### config.mk
export PLATFORM = sky130hd
export DESIGN_NAME = crop_norm_mono8
export DESIGN_NICKNAME = d
export VERILOG_FILES = /design/src/rtl/crop_norm_mono8.sv
export SDC_FILE = /design/constraint.sdc
export NUM_CORES = 1
export LEC_CHECK = 0
export BUFFER_PORTS_ARGS = -buffer_cell sky130_fd_sc_hd__buf_2
export CORE_MARGIN = 2
export CORE_UTILIZATION = 41
export CTS_CLUSTER_SIZE = 24
export DETAILED_ROUTE_END_ITERATION = 16
export PLACE_DENSITY = 0.8
export SLEW_MARGIN = 15
export SYNTH_ARGS = -nofsm -noshare
export SYNTH_HDL_FRONTEND = slang
export SYNTH_SLANG_ARGS = --single-unit
### constraint.sdc
create_clock -name clk -period 1.8 [get_ports clk]
set_input_delay 0.54 -clock clk [delete_from_list [all_inputs] [get_ports clk]]
set_output_delay 0.54 -clock clk [all_outputs]
set_load 0.05 [all_outputs]
### src/rtl/crop_norm_mono8.sv
// Crops an OUT_ROWS x OUT_COLS window from a Mono8 pixel stream and normalizes it to saturated signed fixed point.
// Optional feature macro: CROP_NORM_TLAST_EN adds m_axis_tlast marking the last pixel of the window.
module crop_norm_mono8 #(
  parameter int IN_ROWS     = 20,
  parameter int IN_COLS     = 20,
  parameter int CROP_Y0     = 2,
  parameter int CROP_X0     = 2,
  parameter int OUT_ROWS    = 16,
  parameter int OUT_COLS    = 16,
  parameter int NORM_OFFSET = 0,
  parameter int NORM_SCALE  = 1,
  parameter int NORM_SHIFT  = 0,
  parameter int OUT_WIDTH   = 16
) (
  input  logic                          clk,
  input  logic                          reset,
  input  logic                          ap_start,
  output logic                          ap_ready,
  output logic                          ap_idle,
  input  logic                          s_axis_tvalid,
  output logic                          s_axis_tready,
  input  logic [7:0]                    s_axis_tdata,
  input  logic [$clog2(IN_COLS)-1:0]    cnt_col,
  input  logic [$clog2(IN_ROWS)-1:0]    cnt_row,
  output logic                          m_axis_tvalid,
  input  logic                          m_axis_tready,
  output logic signed [OUT_WIDTH-1:0]   m_axis_tdata
`ifdef CROP_NORM_TLAST_EN
  ,
  output logic                          m_axis_tlast
`endif
);

  localparam logic [8:0]        OFFSET9 = 9'(NORM_OFFSET);
  localparam logic signed [8:0] SCALE9  = 9'(NORM_SCALE);
  localparam int                SAT_MAX = (1 <<< (OUT_WIDTH - 1)) - 1;
  localparam int                SAT_MIN = -(1 <<< (OUT_WIDTH - 1));

  typedef enum logic [1:0] {ST_IDLE, ST_RUN, ST_FLUSH, ST_DONE} state_t;

  state_t state_q, state_d;

  logic                        s1_valid_q, s1_keep_q;
  logic signed [8:0]           s1_diff_q;
  logic                        s2_valid_q, s2_keep_q;
  logic signed [OUT_WIDTH-1:0] tdata_q;

  logic                        adv;
  logic                        accept;
  logic                        in_keep;
  logic                        in_last;
  logic [31:0]                 row_w, col_w;
  logic signed [8:0]           diff_w;
  logic signed [17:0]          prod_w;
  logic signed [17:0]          res_w;
  int                          res_i;
  logic signed [OUT_WIDTH-1:0] sat_w;

  // The whole pipeline moves as one unit whenever the output slot is free or being drained.
  assign adv    = !m_axis_tvalid || m_axis_tready;
  assign accept = s_axis_tvalid && s_axis_tready;

  assign row_w   = 32'(cnt_row);
  assign col_w   = 32'(cnt_col);
  assign in_keep = (row_w >= 32'(CROP_Y0)) && (row_w < 32'(CROP_Y0 + OUT_ROWS)) &&
                   (col_w >= 32'(CROP_X0)) && (col_w < 32'(CROP_X0 + OUT_COLS));
  assign in_last = (row_w == 32'(IN_ROWS - 1)) && (col_w == 32'(IN_COLS - 1));
  assign diff_w  = $signed({1'b0, s_axis_tdata} - OFFSET9);

  assign prod_w = 18'(s1_diff_q) * 18'(SCALE9);
  assign res_w  = prod_w >>> NORM_SHIFT;
  assign res_i  = 32'(res_w);

  always_comb begin
    sat_w = OUT_WIDTH'(res_i);
    if (res_i > SAT_MAX) begin
      sat_w = OUT_WIDTH'(SAT_MAX);
    end else if (res_i < SAT_MIN) begin
      sat_w = OUT_WIDTH'(SAT_MIN);
    end
  end

  always_ff @(posedge clk) begin
    if (!reset) begin
      state_q <= ST_IDLE;
    end else begin
      state_q <= state_d;
    end
  end

  always_comb begin
    state_d       = state_q;
    ap_idle       = 1'b0;
    ap_ready      = 1'b0;
    s_axis_tready = 1'b0;
    unique case (state_q)
      ST_IDLE: begin
        ap_idle  = 1'b1;
        ap_ready = 1'b1;
        if (ap_start) state_d = ST_RUN;
      end
      ST_RUN: begin
        s_axis_tready = adv;
        if (s_axis_tvalid && adv && in_last) state_d = ST_FLUSH;
      end
      ST_FLUSH: begin
        if (!s1_valid_q && !s2_valid_q) state_d = ST_DONE;
      end
      ST_DONE: begin
        state_d = ST_IDLE;
      end
      default: state_d = ST_IDLE;
    endcase
  end

  always_ff @(posedge clk) begin
    if (!reset) begin
      s1_valid_q <= 1'b0;
      s1_keep_q  <= 1'b0;
      s1_diff_q  <= '0;
      s2_valid_q <= 1'b0;
      s2_keep_q  <= 1'b0;
      tdata_q    <= '0;
    end else if (adv) begin
      s1_valid_q <= accept;
      s1_keep_q  <= in_keep;
      s1_diff_q  <= diff_w;
      s2_valid_q <= s1_valid_q;
      s2_keep_q  <= s1_keep_q;
      tdata_q    <= sat_w;
    end
  end

  assign m_axis_tvalid = s2_valid_q && s2_keep_q;
  assign m_axis_tdata  = tdata_q;

`ifdef CROP_NORM_TLAST_EN
  logic in_tlast;
  logic s1_last_q, s2_last_q;

  assign in_tlast = (row_w == 32'(CROP_Y0 + OUT_ROWS - 1)) && (col_w == 32'(CROP_X0 + OUT_COLS - 1));

  always_ff @(posedge clk) begin
    if (!reset) begin
      s1_last_q <= 1'b0;
      s2_last_q <= 1'b0;
    end else if (adv) begin
      s1_last_q <= accept && in_tlast;
      s2_last_q <= s1_last_q;
    end
  end

  assign m_axis_tlast = s2_last_q;
`endif

endmodule
==> flow_metrics.env, run 1 <==
export IMPL_synth_top_family_by_area="simple AND/OR/NAND/NOR gates"
export IMPL_hold_buffers=0
export IMPL_synthArstFlopShare=0
export IMPL_postRouteAntennaNets=0
export IMPL_synthXorXnorAreaFrac=0.0173
export IMPL_dr_first_iter_drc_count=10
export IMPL_route_met2_wl_mm=1.11
export IMPL_place_hpwl_mm=1.63
export IMPL_first_global_vias=832
export IMPL_powerDensity_nw_per_um2=1250
export IMPL_wl_met3_um=102
export IMPL_rr_worst_depth=4
export IMPL_rows=18
export IMPL_crit_slowest_cell="dfxtp_2"
export IMPL_relSlewSlack=0.570
export IMPL_worstPathRequired_ps=1260
export IMPL_cts_tree="built"
export IMPL_synth_ff_type="dfxtp_1"
export IMPL_seq_area_frac_synth=0.435
export IMPL_maxCapViolCount=0
export IMPL_yosysWarnings=0
export IMPL_skew_ps=6.64
export IMPL_drcViolationCount=0
export IMPL_h_tree_depth=1
export IMPL_antenna_found_initial=0
export IMPL_cp_start_kind="flip-flop"
export IMPL_grt_pass1_wl_mm=3.37
export IMPL_die_h_um=53.7
export IMPL_area_delta_synth_final_pct=26.5
export IMPL_crit_arrival_ps=1210
export IMPL_pin_count=43
export IMPL_hold_viol_final=0
export IMPL_gp_congestion=0.750
export IMPL_synth_cells=124
export IMPL_syn_area_per_cell_um2=8.17
export IMPL_fin_util=0.532
export IMPL_vdd_drop_max_uv=814
export IMPL_wl_per_cell_um=11.5
export IMPL_path_class="reg -> out"
export IMPL_drive_gt1_frac=0.335
export IMPL_cts_sinks=22
export IMPL_path_clk_slew_ps=120
export IMPL_start_util=0.421
export IMPL_ff2ff_setup_slack_ps=330
export IMPL_synth_edf_count=0
export IMPL_final_common_cell="nand2_1"
export IMPL_finalPower_mw=1.60
export IMPL_holdPathStages=2
export IMPL_cts_buffer_depth=2
export IMPL_cp_num_buf_inv=2
export IMPL_critPathMaxStageDelay_ps=380
export IMPL_io_buffers=34
export IMPL_clk_latency_ps=310
export IMPL_routed_via_density=4.84
export IMPL_cpLargestDelayFamily="flip-flops"
export IMPL_hold_start="m_axis_tdata[4]$_SDFFE_PN0N_"
export IMPL_core_area_um2=2410
export IMPL_finalWorstSetupSlack_ps=48.5
export IMPL_synth_compound_gate_area_share=0.158
export IMPL_status="finished clean"
export IMPL_top_layer="met4"
export IMPL_synth_seq_cells=22
export IMPL_synthTopCellsByArea="dfxtp_1, nand2_1, a21oi_1"
export IMPL_cts_root_buffer_cell="clkbuf_4"
export IMPL_finalMaxSlewViolations=0
export IMPL_synth_area_mux_share=0
export IMPL_synth_top_area_frac=0.435
export IMPL_setup_worst_path_start="state_q[1]$_SDFFE_PN0P_"
export IMPL_endpoint_kind="output port"
export IMPL_fin_tns_setup_ps=0
export IMPL_max_freq_mhz=571
export IMPL_crit_fanout=4
export IMPL_diodes=0
export IMPL_worst_pin_slew_ps=645
export IMPL_drt_pass1_iterations=4
export IMPL_whs_ps=457
export IMPL_met1_length_um=882
export IMPL_hold_class="reg -> reg"
export IMPL_synth_area_um2=1010
export IMPL_dieArea_um2=2890
export IMPL_synthAdderAreaFrac=0.0494
export IMPL_timing_critical_path_cells="inv_4 > ha_4 > nor2b_2 > buf_6"
export IMPL_fin_crit_ps=1750
export IMPL_synth_largest_area_cell="dfxtp_1"
export IMPL_wirelength_mm=2.16
export IMPL_synth_distinct_cells=23
export IMPL_grtUsageTotal=0.164
export IMPL_crit_cells=4
export IMPL_r2r_start="s2_valid_q$_SDFFE_PN0N_"
export IMPL_grt_max_degree=19
export IMPL_numCtsBuffers=3
export IMPL_setup_viol=0
export IMPL_p_leak_nw=0.590
export IMPL_dp_slack_ps=-120
export IMPL_vias=910
export IMPL_synth_simple_gate_area_share=0.233
export IMPL_fin_crit_sh=0.973
export IMPL_final_nets=186
export IMPL_final_cell_mix="nand2_1, buf_2, a21oi_1, dfxtp_1, conb_1"
export IMPL_die_w_um=53.7
export IMPL_grt_overflow=0
## path summary, 6_finish.rpt
path | end
worst min-delay path | m_axis_tdata[4]$_SDFFE_PN0N_
worst max-delay path | s_axis_tready
worst min register to register | m_axis_tdata[4]$_SDFFE_PN0N_
worst max register to register | state_q[0]$_SDFFE_PN0P_
## power breakdown
group	internal (mW)	total (mW)	switching (mW)
logic	0.245	0.649	0.404
registers	0.537	0.574	0.0371
clock network	0.225	0.374	0.149
total	1.01	1.60	0.591
## flip-flops by register name, indices dropped and copies added, names as in the netlist
| signal | count |
|---|---|
| m_axis_tdata | 8 |
| s1_diff_q | 8 |
| s1_keep_q | 1 |
| s1_valid_q | 1 |
| s2_keep_q | 1 |
| s2_valid_q | 1 |
| state_q | 2 |
## per-stage QoR
| stage | cells | cell area, µm² |
|---|---|---|
| detailed placement | 184 | 1190 |
| floorplan | 131 | 1040 |
| CTS | 188 | 1270 |
| global route | 188 | 1280 |
| finish | 188 | 1280 |
| global placement | 184 | 1190 |
## cell type report
class | count | area (µm²)
repair buffers | 38 | 219
clock buffers | 3 | 22.5
well taps | 30 | 37.5
fillers | 231 | 1130
flip-flops and latches | 22 | 443
multi-input cells | 90 | 513
inverters | 4 | 17.5
clock inverters | 1 | 30.0
## per-layer routing
layer  vias to the layer above  global-route usage
li1                        456                   -
met1                       416               0.180
met2                        29               0.280
met3                         9              0.0417
met4                         0              0.0983
met5                         -                   0
## cell families (layout without fill, tap and decap cells)
| group | Yosys count | count (layout) |
|---|---|---|
| and+or+nand+nor | 51 | 51 |
| AOI/OAI and AO/OA | 25 | 25 |
| DFF | 22 | 22 |
| buffers and inverters | 19 | 46 |
| adders and majority gates | 4 | 4 |
| xor gates and xnor gates | 2 | 2 |
| other | 1 | 8 |
## repair_timing
item | in CTS | in global routing
endpoints found under the setup margin | 1 | 3
buffers inserted | 0 | 0
resized for setup | 8 | 6
## cell usage after synthesis, drive strengths merged (2+ instances only)
master	count
a21oi	21
buf	9
clkbuf	6
dfxtp	22
ha	4
inv	4
nand2	34
nand3	4
nor2	5
nor3	2
xnor2	2
## worst register-to-register path: stages (launching register included)
cell	delay, ps
dfxtp_1	350
and3b_2	260
o41ai_4	410
a21oi_1	120
a311oi_1	250
(Power assumes the default switching activity.)
==> inputs of run 2 (changes only) <==
--- a/config.mk
+++ b/config.mk
@@ -10,7 +10,7 @@
 export CORE_UTILIZATION = 41
 export CTS_CLUSTER_SIZE = 24
 export DETAILED_ROUTE_END_ITERATION = 16
-export PLACE_DENSITY = 0.8
+export PLACE_DENSITY_LB_ADDON = 0.25
 export SLEW_MARGIN = 15
 export SYNTH_ARGS = -nofsm -noshare
 export SYNTH_HDL_FRONTEND = slang
==> run 2 against run 1 <==
Against the previous run:
- clock skew down 3.8 ps
- non-clock buffer count up 3
- count of clock-buffer cells in the layout up 1
- maximum frequency up 0.18%
- power down 10%
- worst hold slack better by 1.1 ps
- sequential power down 2%
- final cell count up 1.6%
- utilization down 0.78 points
- sequential cell count unchanged
- critical path depth down 1
- global-route usage down 1.6 points
- largest power group unchanged
==> flow_metrics.env, run 2 (same netlist as run 1, synthesis figures left out) <==
export IMPL_powerDensity_nw_per_um2=1130
export IMPL_grtUsageTotal=0.147
export IMPL_wl_per_cell_um=10.5
export IMPL_vias=871
export IMPL_final_common_cell="nand2_1"
export IMPL_critPathMaxStageDelay_ps=350
export IMPL_routed_via_density=4.56
export IMPL_path_class="reg -> out"
export IMPL_worstPathRequired_ps=1260
export IMPL_numCtsBuffers=3
export IMPL_rows=18
export IMPL_area_delta_synth_final_pct=24.7
export IMPL_rsz0062_at_grt="yes"
export IMPL_start_util=0.421
export IMPL_register_area_um2=443
export IMPL_diodes=0
export IMPL_finalMaxSlewViolations=0
export IMPL_crit_arrival_ps=1210
export IMPL_grt_overflow=0
export IMPL_grt_pass1_wl_mm=3.22
export IMPL_postRouteAntennaNets=0
export IMPL_place_hpwl_mm=1.50
export IMPL_stdcell_area_um2=1260
export IMPL_fin_util=0.524
export IMPL_hold_class="reg -> reg"
export IMPL_die_w_um=53.7
export IMPL_max_freq_mhz=572
export IMPL_status="finished clean"
export IMPL_post_cts_setup_buffers=0
export IMPL_cts_tree="built"
export IMPL_multiInputGateArea_um2=498
export IMPL_cts_root_buffer_cell="clkbuf_4"
export IMPL_cts_sinks=22
export IMPL_drive_gt1_frac=0.335
export IMPL_final_cell_mix="nand2_1, buf_2, a21oi_1, dfxtp_1, conb_1"
export IMPL_fin_cells=191
export IMPL_drt_pass1_iterations=6
export IMPL_placed_area_um2=1210
export IMPL_p_leak_nw=0.594
export IMPL_endpoint_kind="output port"
export IMPL_die_h_um=53.7
export IMPL_path_clk_slew_ps=130
export IMPL_cts_buffer_depth=2
export IMPL_timing_critical_path_cells="inv_1 > ha_1 > clkbuf_4"
export IMPL_drcViolationCount=0
export IMPL_setup_viol=0
export IMPL_crit_slowest_cell="dfxtp_2"
export IMPL_fin_crit_sh=0.971
export IMPL_hold_viol_final=0
export IMPL_vdd_drop_max_uv=784
export IMPL_gp_congestion=0.693
export IMPL_cp_start_kind="flip-flop"
export IMPL_wirelength_mm=2.01
export IMPL_h_tree_depth=1
export IMPL_fill_cells=251
export IMPL_dr_first_iter_drc_count=15
export IMPL_dp_cells=187
export IMPL_io_buffers=34
export IMPL_whs_ps=458
export IMPL_pin_count=43
export IMPL_first_global_vias=784
export IMPL_dieArea_um2=2890
export IMPL_skew_ps=2.83
export IMPL_grt_max_degree=23
export IMPL_fin_crit_ps=1750
export IMPL_clk_latency_ps=300
export IMPL_crit_fanout=3
export IMPL_maxCapViolCount=0
export IMPL_antenna_found_initial=0
export IMPL_final_nets=189
export IMPL_core_area_um2=2410
## run 2: worst max-delay path: cells and delay by family, from the launching register on
family / cells / cell delay (ps)
fa+ha+maj: 1 / 220
flops: 1 / 350
buf+inv: 2 / 350
## run 2: stage by stage
stage / setup WS, ps / TNS [ps] / total power [mW]
3_3_place_gp: -62.8 / -125 / 1.12
5_1_grt: -20.9 / -38.9 / 1.52
3_5_place_dp: -106 / -199 / 1.14
6_report: 51.7 / 0 / 1.43
2_1_floorplan: 47.3 / 0 / 1.03
4_1_cts: -13.0 / -24.4 / 1.42
## run 2: final timing paths
kind,from,end,slack (ps),cells after the start
max,state_q[0]$_SDFFE_PN0P_,ap_ready,50,3
min reg2reg,m_axis_tdata[0]$_SDFFE_PN0N_,m_axis_tdata[0]$_SDFFE_PN0N_,460,2
max reg2reg,s2_valid_q$_SDFFE_PN0N_,state_q[1]$_SDFFE_PN0P_,370,5
min,m_axis_tdata[0]$_SDFFE_PN0N_,m_axis_tdata[0]$_SDFFE_PN0N_,460,2
## run 2: repair_timing
item,CTS,global route
hold buffers,0,0
gates cloned,0,0
gates resized for setup,3,5
pin swaps,0,0
endpoints found under the setup margin,3,3
## run 2: per-layer routing
metal | global-route usage | wire length (µm)
met5 | 0 | 0
met4 | 0.0342 | 12
met3 | 0.0417 | 80
met2 | 0.258 | 1010
met1 | 0.177 | 907
## run 2: cell type report
class                           instances  share of cell area
Multi-Input combinational cell         90               0.394
Sequential cell                        22               0.350
Timing Repair Buffer                   41               0.185
Tap cell                               30              0.0297
Clock buffer                            4              0.0287
Inverter                                4              0.0119
## run 2: power breakdown
part	switching [mW]	internal (mW)	total, mW
clock	0.150	0.123	0.273
combinational	0.383	0.213	0.597
sequential	0.0266	0.536	0.563
total	0.560	0.873	1.43
